<file path="config.mk">
export PLATFORM = sky130hd
export DESIGN_NAME = ika3012_serial_dac_rx
export DESIGN_NICKNAME = d
export VERILOG_FILES = /design/src/rtl/ika3012_serial_dac_rx.sv
export SDC_FILE = /design/constraint.sdc
export NUM_CORES = 1
export LEC_CHECK = 0
export CORE_AREA = 2 2 74 76
export DETAILED_ROUTE_END_ITERATION = 8
export DIE_AREA = 0 0 76 78
export GPL_TIMING_DRIVEN = 0
export PLACE_DENSITY = 0.71
export SYNTH_ARGS = -nofsm -noshare
export SYNTH_HDL_FRONTEND = slang
export SYNTH_SLANG_ARGS = --single-unit
</file>
<file path="constraint.sdc">
create_clock -name i_EMUCLK -period 2 [get_ports i_EMUCLK]
set_input_delay 0.4 -clock i_EMUCLK [delete_from_list [all_inputs] [get_ports i_EMUCLK]]
set_output_delay 0.4 -clock i_EMUCLK [all_outputs]
set_load 0.01 [all_outputs]
</file>
<file path="src/rtl/ika3012_serial_dac_rx.sv">
// Serial DAC receiver: deserializes OPM floating-point frames into two signed 16-bit PCM channels.
// Optional frame-length checking is enabled by defining IKA3012_FRAME_CHECK_EN.
module ika3012_serial_dac_rx (
    input  logic        i_EMUCLK,
    input  logic        i_IC_n,
    input  logic        i_phi1_NCEN_n,
    input  logic        i_SO,
    input  logic        i_SH1,
    input  logic        i_SH2,
    output logic [15:0] o_CH1,
    output logic [15:0] o_CH2,
    output logic        o_CH1_STB,
    output logic        o_CH2_STB,
    output logic        o_FRAME_ERR
);

    logic        tick;
    logic [15:0] sr_q;
    logic        sh1_q;
    logic        sh2_q;
    logic        fall1;
    logic        fall2;
    logic        latch;
    logic        frame_ok;
    logic        upd1;
    logic        upd2;
    logic [15:0] pcm;
    logic [15:0] ch1_q;
    logic [15:0] ch2_q;
    logic        stb1_q;
    logic        stb2_q;

    // Mantissa is offset binary; the 16-bit subtraction yields the correctly signed value
    // and bits shifted past bit 15 are never significant for the legal range.
    function automatic logic [15:0] decode(input logic [15:0] w);
        logic [2:0]  e;
        logic [15:0] m_s;
        e   = w[15:13];
        m_s = {6'b0, w[12:3]} - 16'd512;
        if (e == 3'd0) begin
            return 16'h0000;
        end
        return m_s << (e - 3'd1);
    endfunction

    assign tick  = ~i_phi1_NCEN_n;
    assign fall1 = tick & sh1_q & ~i_SH1;
    assign fall2 = tick & sh2_q & ~i_SH2;
    assign latch = fall1 | fall2;
    assign pcm   = decode(sr_q);
    assign upd1  = fall1 & frame_ok;
    assign upd2  = fall2 & frame_ok;

    always_ff @(posedge i_EMUCLK or negedge i_IC_n) begin
        if (!i_IC_n) begin
            sr_q  <= 16'h0000;
            sh1_q <= 1'b0;
            sh2_q <= 1'b0;
        end else if (tick) begin
            sr_q  <= {i_SO, sr_q[15:1]};
            sh1_q <= i_SH1;
            sh2_q <= i_SH2;
        end
    end

    always_ff @(posedge i_EMUCLK or negedge i_IC_n) begin
        if (!i_IC_n) begin
            ch1_q  <= 16'h0000;
            ch2_q  <= 16'h0000;
            stb1_q <= 1'b0;
            stb2_q <= 1'b0;
        end else begin
            stb1_q <= upd1;
            stb2_q <= upd2;
            if (upd1) begin
                ch1_q <= pcm;
            end
            if (upd2) begin
                ch2_q <= pcm;
            end
        end
    end

`ifdef IKA3012_FRAME_CHECK_EN
    logic [4:0] cnt_q;
    logic       err_q;

    // Reload with 1 on a latch: the latch tick's own bit starts the next frame.
    always_ff @(posedge i_EMUCLK or negedge i_IC_n) begin
        if (!i_IC_n) begin
            cnt_q <= 5'd0;
            err_q <= 1'b0;
        end else if (tick) begin
            if (latch) begin
                cnt_q <= 5'd1;
                err_q <= ~frame_ok;
            end else if (cnt_q != 5'd31) begin
                cnt_q <= cnt_q + 5'd1;
            end
        end
    end

    assign frame_ok    = (cnt_q == 5'd16);
    assign o_FRAME_ERR = err_q;
`else
    assign frame_ok    = 1'b1;
    assign o_FRAME_ERR = 1'b0;
`endif

    assign o_CH1     = ch1_q;
    assign o_CH2     = ch2_q;
    assign o_CH1_STB = stb1_q;
    assign o_CH2_STB = stb2_q;

endmodule
</file>
==> flow_summary.ini, run 1 <==
[placement]
place.gp.congestion = 0.728
placed_cell_area_um2 = 2710
dp_hpwl_um = 3230
portBuffers = 39
pre_cts_ws_ps = -135

[synth]
synth-compound-area-share_pct = 13.3
synth_cell_types = 29
synth_top_area_share_pct = 55.4
synth.area.top_cells = dfrtp_1, mux2_2, mux2i_1
synthAdderAreaFrac_pct = 1.13
synth_top_family_by_area = multiplexers
synth_area_leader_cell = dfrtp_1
synthFlopType = dfrtp_1
async_flop_share_pct = 100
synth-seq-cells = 49
synthMuxAreaShare_pct = 15.6
synthCells = 203
ys_seq_area_share_pct = 55.4
synth-xor-area-share_pct = 0.396
syn_avg_cell_area_um2 = 10.9
synthSimpleGateAreaFrac_pct = 8.94
synth-warning-count = 0
netlist_area_um2 = 2210
synth_edf_count = 0
mappedNetlistNets = 211

[pwr]
power_frac_comb_pct = 41.6
leakage_nw = 1.29
ir_drop_mv = 0.432
p_sw_mw = 1.21
seq_power_share_pct = 40.0
switching_share_pct = 32.9
internal_power_mw = 2.47
p_per_area_nw_per_um2 = 1240
clkPwrFrac_pct = 18.4

[routing]
first_iter_violations = 115
viasPerCell = 5.12
antenna_left = 0
drc = 0
routedWlPerCell_um = 13.9
vias = 1669
drt-pass1-iter-count = 4
wl_um = 4520

[layout]
layout_common_cells = dfrtp_1, nand2_1, clkdlybuf4s50_1, o21ai_0, mux2_2
multiInputGateArea_um2 = 962
areaGrowthSynthToFinish_pct = 33.8
drive_gt1_share_pct = 22.7
final_core_util_pct = 58.7
final_common_cell = dfrtp_1
fin_area_um2 = 2960
nFillCells = 434
nets = 264
antenna_cells = 0
seq_area_um2 = 1230

[clock_tree]
hold_buffers = 0
clk_latency_ps = 300
tritoncts = built
clkTransAtPathRegs_ps = 80
cts_buffers = 5
cts_sinks = 49
root_buffer = clkbuf_8
cts_max_level = 2
cts_buffer_depth = 2

[sta]
period_minus_slack_ps = 1920
max_freq_mhz = 522
setup_ws_ps = 82.5
hold_violations = 0
finalSetupViolCount = 0
finalCritPeriodShare_pct = 95.9
slew_violations = 0
finClkSkew_ps = 6.38

[global_routing]
grt.met2_usage_pct = 26.4
met3_usage_pct = 2.67
grt_pass1_vias = 1581
grt_pass1_wl_um = 7620
grt_max_degree = 31
antenna_found_initial = 0
gr-max-usage-layer = met2
use_met1_pct = 21.3
grt_overflow = 0
track_usage_pct = 16.0

[floorplanning]
io_pins = 41
die_y_um = 78
core_um2 = 5040
initial_core_util_pct = 43.9
dieArea_um2 = 5930
die_width_um = 76
rows = 26

[worst_setup_path]
path_cells = buf_6, inv_8, ha_4, buf_12, mux2i_1, mux2i_1, buf_4, a22oi_2, o21ai_1
critPathBufInv = 4
cp.required_ps = 2180
worstSetupPathType = reg2reg
crit_top_cell = mux2i_1
startpoint_type = flip-flop
slowest_stage = dfrtp_1
cp-end-kind = flip-flop
cp_top_family = buffers and inverters
cp_slowest_stage_delay_ps = 350
cp.arrival_ps = 2090
worstPathMaxFanout = 9

[min_path]
min_path_type = in2async

[outcome]
status = completed

[job]
cap_violations = 0
-- metal layers --
layer | wire, µm | part of all wire [%] | vias to the layer above
li1 | - | - | 810
met1 | 2090 | 46 | 817
met2 | 2200 | 49 | 35
met3 | 165 | 3.6 | 7
met4 | 69 | 1.5 | 0
met5 | 0 | 0 | -
-- kinds of logic (layout without fill, tap and decap cells) --
logic type	count (synthesis)	count (layout)
compound gates	49	49
flops	49	49
simple gates	49	49
mux	31	31
buf+inv	21	74
fa+ha+maj	2	2
other cells	1	1
xor+xnor	1	1
-- registers in the layout, summed over array words and instances (netlist names) --
signal,flops
o_CH1,16
o_CH1_STB,1
o_CH2,16
o_CH2_STB,1
sh1_q,1
sh2_q,1
sr_q,13
-- area by class of cell --
class | count | area share (%)
flip-flops and latches | 49 | 41.4
multi-input cells | 133 | 32.5
repair buffers | 47 | 15.5
plain buffers | 14 | 3.13
well taps | 70 | 2.96
clock buffers | 5 | 2.32
clock inverters | 2 | 1.18
inverters | 6 | 1.01
-- synthesized netlist by cell type (all sizes together) (2+ instances only) --
cell type  count
mux2i         15
clkbuf         6
o21ai         32
nand3          2
inv            6
nand2         39
mux2          15
dfrtp         49
nor2           5
o31ai          6
buf            9
ha             2
a22oi          7
-- final timing paths --
path                           start        end  slack, ps  cells after the start
max in group asynchronous     i_IC_n  o_CH1[15]       1440                      2
setup / recovery            sr_q[13]   o_CH2[8]         80                      9
min in group i_EMUCLK      o_CH1[11]  o_CH1[11]        480                      2
hold / removal                i_IC_n    sr_q[5]         50                      1
hold reg to reg            o_CH1[11]  o_CH1[11]        480                      2
setup reg to reg            sr_q[13]   o_CH2[8]         80                      9
-- per-stage QoR --
step	std cells	hold slack, ps	setup TNS [ps]	power [mW]
6_report	326	52.2	0	3.68
5_1_grt	326	87.0	-20.6	3.91
4_1_cts	320	59.8	0	3.50
3_5_place_dp	313	384	-1830	2.80
3_3_place_gp	312	461	-40400	2.78
2_1_floorplan	203	104	0	2.18
-- timing repair --
item / in CTS / in global routing
resized for setup: 6 / 24
pin swaps: 2 / 4
setup endpoints to repair: 24 / 24
setup buffers: 0 / 7
-- power by group through the flow --
| stage | Clock [mW] | Sequential, mW | Combinational (mW) |
|---|---|---|---|
| floorplan | 0 | 1.55 | 0.630 |
| global placement | 0 | 1.46 | 1.31 |
| detailed placement | 0 | 1.47 | 1.33 |
| CTS | 0.685 | 1.46 | 1.36 |
| global route | 0.725 | 1.52 | 1.67 |
| finish | 0.677 | 1.47 | 1.53 |
No activity file was read; power rests on OpenSTA's default activity.
==> run 2: changes to the inputs <==
--- a/config.mk
+++ b/config.mk
@@ -5,11 +5,11 @@
 export SDC_FILE = /design/constraint.sdc
 export NUM_CORES = 1
 export LEC_CHECK = 0
-export CORE_AREA = 2 2 74 76
+export CORE_AREA = 2 2 73 75
 export DETAILED_ROUTE_END_ITERATION = 8
-export DIE_AREA = 0 0 76 78
+export DIE_AREA = 0 0 75 77
 export GPL_TIMING_DRIVEN = 0
-export PLACE_DENSITY = 0.71
+export PLACE_DENSITY = 0.72
 export SYNTH_ARGS = -nofsm -noshare
 export SYNTH_HDL_FRONTEND = slang
 export SYNTH_SLANG_ARGS = --single-unit
==> flow_summary.ini, run 2 (synthesis results as in run 1) <==
[global_routing]
grt_pass1_wl_um = 7420
track_usage_pct = 16.7
antenna_found_initial = 0
grt_overflow = 0
grt_max_degree = 32
grt_pass1_vias = 1537

[routing]
viasPerCell = 5.10
m1WireLength_um = 2090
wl_met3_um = 202
vias = 1664
routedWlPerCell_um = 14.3
first_iter_violations = 84
routed.top_layer = met4
drc = 0
drt-pass1-iter-count = 4
wl_met2_um = 2330
antenna_left = 0
wl_um = 4680

[clock_tree]
cts_buffer_depth = 2
clkTransAtPathRegs_ps = 80
cts_max_level = 2
cts_sinks = 49
root_buffer = clkbuf_8
tritoncts = built
clk_latency_ps = 300
cts_buffers = 5

[worst_setup_path]
r2r_start = sr_q[13]
reg2regPathDepth = 7
worstSetupPathType = reg2reg
startpoint_type = flip-flop
worstReg2RegEnd = o_CH1[9]
cp.arrival_ps = 2110
cp.required_ps = 2180
worstPathMaxFanout = 6
r2r_slack_ps = 60
cp-startpoint = sr_q[13]
cp-end-kind = flip-flop

[layout]
drive_gt1_share_pct = 23.0
final_common_cell = dfrtp_1
areaGrowthSynthToFinish_pct = 33.9
antenna_cells = 0
fin_area_um2 = 2960
layout_common_cells = dfrtp_1, nand2_1, clkdlybuf4s50_1, o21ai_0, mux2_2
nets = 263

[sta]
slew_violations = 0
rsz0062_at_grt = false
finClkSkew_ps = 5.59
period_minus_slack_ps = 1940
hold_violations = 0
finalCritPeriodShare_pct = 96.8
max_freq_mhz = 516
fin_tns_setup_ps = 0
finalSetupViolCount = 0

[placement]
dp_hpwl_um = 3280
portBuffers = 39
place.gp.congestion = 0.759
placed_cell_area_um2 = 2710

[floorplanning]
dieArea_um2 = 5780
die_y_um = 77
io_pins = 41
rows = 26
initial_core_util_pct = 44.4
core_um2 = 4980
die_width_um = 75

[pwr]
switching_share_pct = 34.6
internal_power_mw = 2.35
clkPwrFrac_pct = 15.5
leakage_nw = 1.28
ir_drop_mv = 0.439
p_sw_mw = 1.24
seq_power_share_pct = 41.1
power_frac_comb_pct = 43.4
p_per_area_nw_per_um2 = 1210

[min_path]
min_path_type = in2async

[job]
cap_violations = 0

[outcome]
status = completed
[run 2: layout make-up]
cell class / count / area (µm²)
buffer: 15 / 104
timing repair buffer: 45 / 443
clock inverter: 2 / 10.0
multi-input combinational: 133 / 983
fill: 402 / 2020
tap: 70 / 87.6
inverter: 6 / 35.0
sequential: 49 / 1230
clock buffer: 6 / 72.6
[run 2: critical path, cell delays in order, from the launching register on]
cell	delay (ps)
dfrtp_1	360
buf_6	130
clkinv_8	60
ha_4	250
buf_6	130
mux4_2	550
a22oi_2	240
o21ai_1	80
[run 2: power groups by stage]
stage / clock network (mW) / registers, mW / logic [mW]
detailed placement: 0 / 1.47 / 1.34
finish: 0.556 / 1.47 / 1.56
CTS: 0.566 / 1.46 / 1.37
global placement: 0 / 1.47 / 1.31
floorplan: 0 / 1.55 / 0.630
global route: 0.605 / 1.52 / 1.68
[run 2: worst max path at each step]
stage	endpoint	slack [ps]	cells past startpoint
2_1_floorplan	o_CH1[9]	70	7
3_3_place_gp	o_CH1_STB	-810	1
3_5_place_dp	o_CH1[9]	-160	7
4_1_cts	o_CH2[5]	40	9
5_1_grt	o_CH1[7]	4	8
6_report	o_CH1[9]	60	7
[run 2: through the flow]
stage | hold WS, ps | total power, mW | worst slack (ps) | util, % | std cells
3_5_place_dp | 377 | 2.81 | -157 | 54.3 | 313
2_1_floorplan | 104 | 2.18 | 74.4 | - | 203
3_3_place_gp | 461 | 2.78 | -808 | 54.0 | 312
6_report | 42.6 | 3.59 | 63.3 | 59.5 | 326
5_1_grt | 68.0 | 3.80 | 3.62 | 59.5 | 326
4_1_cts | 48.2 | 3.39 | 40.3 | 56.5 | 322
[run 2: what timing repair did]
| action | 4_1_cts | 5_1_grt |
|---|---|---|
| resized for setup | 5 | 24 |
| hold buffers | 0 | 0 |
| gates cloned | 0 | 0 |
| setup endpoints to repair | 24 | 19 |
| setup buffers | 1 | 4 |
| pin swaps | 2 | 8 |
[run 2: per-layer routing]
layer	vias up	track usage, %
met2	42	25.7
met3	5	4.34
met1	810	23.2
li1	807	-
met5	-	0
met4	0	4.82
==> run 3: changes to the inputs <==
--- a/config.mk
+++ b/config.mk
@@ -5,11 +5,11 @@
 export SDC_FILE = /design/constraint.sdc
 export NUM_CORES = 1
 export LEC_CHECK = 0
-export CORE_AREA = 2 2 73 75
+export CORE_AREA = 2 2 64 78
 export DETAILED_ROUTE_END_ITERATION = 8
-export DIE_AREA = 0 0 75 77
+export DIE_AREA = 0 0 66 80
 export GPL_TIMING_DRIVEN = 0
-export PLACE_DENSITY = 0.72
+export PLACE_DENSITY = 0.8
 export SYNTH_ARGS = -nofsm -noshare
 export SYNTH_HDL_FRONTEND = slang
 export SYNTH_SLANG_ARGS = --single-unit
==> constraint.sdc (replaced) <==
create_clock -name i_EMUCLK -period 1.9 [get_ports i_EMUCLK]
set_input_delay 0.38 -clock i_EMUCLK [delete_from_list [all_inputs] [get_ports i_EMUCLK]]
set_output_delay 0.38 -clock i_EMUCLK [all_outputs]
set_load 0.01 [all_outputs]
==> flow_summary.ini, run 3 (synthesis results as in run 1) <==
[layout]
seq_area_um2 = 1230
fin_cells = 310
final_core_util_pct = 63.9
nets = 259
final_common_cell = dfrtp_1
nFillCells = 358
layout_common_cells = dfrtp_1, nand2_1, clkdlybuf4s50_1, o21ai_0, mux2_2
areaGrowthSynthToFinish_pct = 30.8
multiInputGateArea_um2 = 937
drive_gt1_share_pct = 19.4
antenna_cells = 0

[worst_setup_path]
cp.required_ps = 2070
startpoint_type = flip-flop
cp.arrival_ps = 1990
slowest_stage = dfrtp_1
worstSetupPathType = reg2reg
cp-end-kind = flip-flop
path_cells = buf_6, inv_8, ha_4, buf_8, mux2i_4, mux2i_2, a32oi_1, o21ai_1
crit_cells = 8
cp_slowest_stage_delay_ps = 340
reg2regPathDepth = 8
critPathBufInv = 3
worstPathMaxFanout = 9
cp_top_family = multiplexers

[outcome]
status = completed

[sta]
fin_tns_setup_ps = 0
max_freq_mhz = 550
hold_violations = 0
finalCritPeriodShare_pct = 95.7
rsz0062_at_grt = true
finClkSkew_ps = 9.46
slew_violations = 0
finalSetupViolCount = 0
period_minus_slack_ps = 1820

[floorplanning]
core_um2 = 4530
dieArea_um2 = 5280
io_pins = 41
rows = 27
initial_core_util_pct = 48.9
die_width_um = 66
die_y_um = 80

[placement]
placed_cells_incl_taps = 301
portBuffers = 39
dp_hpwl_um = 3340
place.gp.congestion = 0.791

[routing]
drt-pass1-iter-count = 4
wl_um = 4500
vias = 1658
first_iter_violations = 119
drc = 0
antenna_left = 0
routedWlPerCell_um = 14.5
viasPerCell = 5.35

[global_routing]
grt_pass1_wl_um = 7360
gr-max-usage-layer = met2
met3_usage_pct = 2.26
grt_pass1_vias = 1586
grt_overflow = 0
grt.met2_usage_pct = 31.4
grt_max_degree = 30
antenna_found_initial = 0
use_met1_pct = 22.3
track_usage_pct = 18.1

[clock_tree]
clkTransAtPathRegs_ps = 90
root_buffer = clkbuf_8
tritoncts = built
cts_buffers = 5
clk_latency_ps = 300
cts_buffer_depth = 2
cts_sinks = 49
cts_max_level = 2
hold_buffers = 0

[pwr]
p_per_area_nw_per_um2 = 1320
ir_drop_mv = 0.452
leakage_nw = 1.27

[min_path]
min_path_type = in2async

[job]
cap_violations = 0
-- run 3: per-layer routing --
layer  share of wire, %  vias to the layer above
met5                  0                        -
met3                3.4                        8
li1                   -                      799
met2                 53                       41
met4                1.6                        0
met1                 42                      810
-- run 3: stage by stage --
step | area [µm²] | hold slack (ps) | worst slack [ps] | power [mW]
2_1_floorplan | 2210 | 84.4 | 27.1 | 2.29
3_3_place_gp | 2680 | 463 | -810 | 2.91
3_5_place_dp | 2690 | 366 | -191 | 2.96
4_1_cts | 2850 | 41.3 | 1.85 | 3.77
5_1_grt | 2890 | 70.4 | -20.9 | 4.05
6_report | 2890 | 25.4 | 81.1 | 3.83
-- run 3: worst paths after layout --
kind                            from         to  slack, ps
setup / recovery            sr_q[13]   o_CH2[5]         80
hold / removal                i_IC_n   o_CH1[4]         30
setup reg to reg            sr_q[13]   o_CH2[5]         80
hold reg to reg            o_CH2[12]  o_CH2[12]        490
max in group asynchronous     i_IC_n  o_CH2[12]       1370
min in group i_EMUCLK      o_CH2[12]  o_CH2[12]        490
-- run 3: timing repair --
item | CTS | global route
buffers inserted | 2 | 0
endpoints found under the setup margin | 24 | 20
gates resized for setup | 9 | 10
pin swaps | 3 | 4
-- run 3: cell type report --
type | instances | area share [%]
Multi-Input combinational cell | 133 | 32.4
Inverter | 6 | 1.04
Buffer | 14 | 3.03
Sequential cell | 49 | 42.4
Timing Repair Buffer | 42 | 14.5
Clock inverter | 2 | 1.30
Tap cell | 58 | 2.51
Clock buffer | 6 | 2.85
-- run 3: worst register-to-register path, delay by kind of cell (launching register included) --
kind	cells	cell delay (ps)
fa+ha+maj	1	320
flops	1	340
mux	2	370
compound gates	2	330
buf+inv	3	320
-- run 3: power breakdown --
| group | internal (mW) | switching [mW] | total, mW |
|---|---|---|---|
| registers | 1.34 | 0.209 | 1.55 |
| clock network | 0.428 | 0.339 | 0.767 |
| logic | 0.815 | 0.704 | 1.52 |
